===== src/rtl/halfstrip_checker_sat_counter.sv =====
// Saturating up-counter: holds at all-ones, clear has priority over increment.
module sat_counter #(
  parameter int WIDTH = 32
) (
  input  logic             clk,
  input  logic             reset,
  input  logic             inc,
  input  logic             clr,
  output logic [WIDTH-1:0] q
);

  logic [WIDTH-1:0] cnt_q;
  logic [WIDTH-1:0] cnt_d;

  // Next count: clear first, otherwise increment unless already full.
  always_comb begin
    cnt_d = cnt_q;
    if (clr) begin
      cnt_d = '0;
    end else if (inc && (cnt_q != {WIDTH{1'b1}})) begin
      cnt_d = cnt_q + WIDTH'(1);
    end
  end

  // Count register.
  always_ff @(posedge clk) begin
    if (reset) begin
      cnt_q <= '0;
    end else begin
      cnt_q <= cnt_d;
    end
  end

  assign q = cnt_q;

endmodule


===== config.mk =====
export PLATFORM = sky130hd
export DESIGN_NAME = sat_counter
export DESIGN_NICKNAME = d
export VERILOG_FILES = /design/src/rtl/halfstrip_checker_sat_counter.sv
export SDC_FILE = /design/constraint.sdc
export NUM_CORES = 1
export LEC_CHECK = 0
export CAP_MARGIN = 15
export CORE_ASPECT_RATIO = 0.9
export CORE_MARGIN = 10
export CORE_UTILIZATION = 40
export CTS_BUF_LIST = sky130_fd_sc_hd__clkbuf_16
export DETAILED_ROUTE_END_ITERATION = 10
export PLACE_DENSITY = 0.66
export SYNTH_ARGS = -nofsm -noshare
export SYNTH_HDL_FRONTEND = slang
export SYNTH_SLANG_ARGS = --single-unit

===== constraint.sdc =====
create_clock -name clk -period 5.6 [get_ports clk]
set_input_delay 1.12 -clock clk [delete_from_list [all_inputs] [get_ports clk]]
set_output_delay 1.12 -clock clk [all_outputs]
set_load 0.1 [all_outputs]

==> impl_metrics.ini <==
[run_status]
status = completed

[worst_setup_path]
crit_chain = clkdlybuf4s50_1
crit_fanout = 10
slowest_stage = clkdlybuf4s50_1
endpoint_kind = output pin
critical_path_class = reg -> out
crit_path_max_incr_delay_ns = 1.21
cp.required_ns = 4.48
arrival_ns = 2.00
cp.buffers_inverters = 1
critPathLaunchType = flip-flop
crit_family = buffers and inverters

[floorplanning]
die_h_um = 80.4
boundaryPins = 36
die_area_mm2 = 0.00700
start_util_pct = 42.5
die_w_um = 87.1
coreArea_mm2 = 0.00381
num_rows = 21

[global_routing]
grt.total_usage_pct = 12.1
grt.overflow.total = 0
antenna_found_initial = 0
grt_max_degree = 31
grt_pass1_wl_um = 6900
grt_pass1_vias = 1388

[clock_network]
root_buffer = clkbuf_16
cts_tree = built
insertion_delay_ns = 0.27
htree_num_levels = 2
cts_buffers = 5
postCtsHoldBufs = 0
cts_setup_buffers = 0
clk_pin_slew_worst_paths_ns = 0.05
cts_sinks = 32
clock_tree.buffer_depth = 2
cts_resized = 0

[timing]
fin_crit_ns = 3.12
setup_violations = 0
period_share_pct = 55.7
worst_pin_slew_ns = 0.985
rsz0062_at_grt = no
clock-skew-final_ns = 0.00433
fin_tns_setup_ns = 0
maxSlewViolCount = 0
hold_violations = 0
max_slew_margin_pct = 34.1
max_freq_mhz = 321

[pwr]
swShare_pct = 20.7
power_switching_mw = 0.103
leakage_nw = 0.661
seqPwrFrac_pct = 46.3
p_int_mw = 0.392
clkPwrFrac_pct = 50.4
combPwrFrac_pct = 3.3
power_density_mw_per_mm2 = 231
ir_worst_vdd_mv = 0.155

[final_layout]
final_common_cell = clkdlybuf4s50_1
drive_above_1_share_pct = 5.56
largest_reg_flops = 32
regArea_um2 = 641
design_area_mm2 = 0.00214
final_nets = 238
area_growth_pct = 32.1
multi_input_area_um2 = 926
layout.cells.non_filler = 280
layout_common_cells = clkdlybuf4s50_1 (35), dfxtp_1 (32), nand2_1 (18)
fill_cells = 371
num_antenna_cells = 0

[yosys]
avgSynthCellArea_um2 = 8.18
ys_seq_area_share_pct = 39.5
mappedNetlistArea_mm2 = 0.00162
synth-edff-count = 0
synth_cell_types = 37
synth_nets = 203
yosysWarnings = 0
synth-main-ff-cell = dfxtp_1
ys_async_sr_fraction_pct = 0
ys_ff_latch = 32
syn_inst = 198

[drt]
drtIter0Drc = 121
dr.pass1.iters = 4
drcViolationCount = 0
vias = 1616
totalWireLength_um = 4310
final_antenna_net_count = 0
vias_per_cell = 5.77
wl_per_cell_um = 15.4

[place]
io_buffers = 35
dp_cells = 272
placed_area_mm2 = 0.00200
place.gp.congestion = 0.760
dp_hpwl_um = 3090

[worst_hold_path]
hold_class = reg -> reg

[job]
cap_violations = 0
-- per-layer routing --
layer	track usage [%]	vias up	wire, um
li1	-	826	-
met1	16.1	746	2100
met2	16.8	37	1840
met3	4.54	7	290
met4	5.25	0	76
met5	0	-	0
-- logic make-up after synthesis --
kind of cell	synth area share [%]
xor+xnor	3.78
fa+ha+maj	0.772
flops	39.5
buf+inv	3.32
simple gates	31.2
compound gates	21.4
-- final cells by class --
type                       instances  area share (%)
multi-input combinational        153            43.2
sequential                        32            29.9
timing repair buffer              37            17.1
clock buffer                       5            5.84
tap                               46            2.69
inverter                           4           0.701
clock inverter                     3           0.526
-- synthesized netlist by cell type (2+ instances only) --
library cell | number | area share [%]
nor3_1 | 4 | 1.2
xor2_1 | 2 | 1.1
dfxtp_1 | 32 | 40
xnor2_1 | 5 | 2.7
o311ai_0 | 2 | 1.1
o21ai_0 | 11 | 3.4
or4_4 | 2 | 1.4
or3_1 | 15 | 5.8
a211oi_1 | 2 | 0.93
nand4_1 | 9 | 3.5
o31ai_1 | 3 | 1.4
o21ai_1 | 5 | 1.5
nand3_1 | 12 | 3.7
nor2_1 | 16 | 3.7
and3_1 | 2 | 0.77
a21oi_1 | 15 | 4.6
o211ai_1 | 3 | 1.4
inv_1 | 4 | 0.93
a31oi_1 | 4 | 1.5
nor4_1 | 4 | 1.5
clkbuf_1 | 5 | 1.2
a41o_1 | 3 | 1.9
or4_1 | 4 | 1.9
nand2_1 | 18 | 4.2
buf_2 | 4 | 1.2
-- power groups by stage --
stage | sequential, mW | clock, mW | combinational, mW
after floorplan | 0.237 | 0 | 0.00662
after global placement | 0.234 | 0 | 0.0160
after detailed placement | 0.234 | 0 | 0.0162
after CTS | 0.229 | 0.254 | 0.0163
after global routing | 0.229 | 0.263 | 0.0174
final | 0.229 | 0.250 | 0.0162
-- path summary, 6_finish.rpt --
path | from | to | slack (ns) | depth (start not counted)
max reg2reg | q[8]$_SDFFE_PP0P_ | q[0]$_SDFFE_PP0P_ | 3.06 | 6
min | q[1]$_SDFFE_PP0P_ | q[1]$_SDFFE_PP0P_ | 0.51 | 2
max | q[8]$_SDFFE_PP0P_ | q[8] | 2.48 | 1
min reg2reg | q[1]$_SDFFE_PP0P_ | q[1]$_SDFFE_PP0P_ | 0.51 | 2
-- through the flow --
stage / total power [mW] / utilization, % / hold slack (ns) / setup slack, ns
after floorplan: 0.244 / - / 0.924 / 2.70
after global placement: 0.250 / 52.6 / 0.494 / 2.36
after detailed placement: 0.250 / 52.6 / 0.505 / 2.32
after CTS: 0.499 / 56.2 / 0.514 / 2.47
after global routing: 0.510 / 56.2 / 0.526 / 2.40
final: 0.495 / 56.2 / 0.510 / 2.48
No activity file was read; power rests on OpenSTA's default activity.
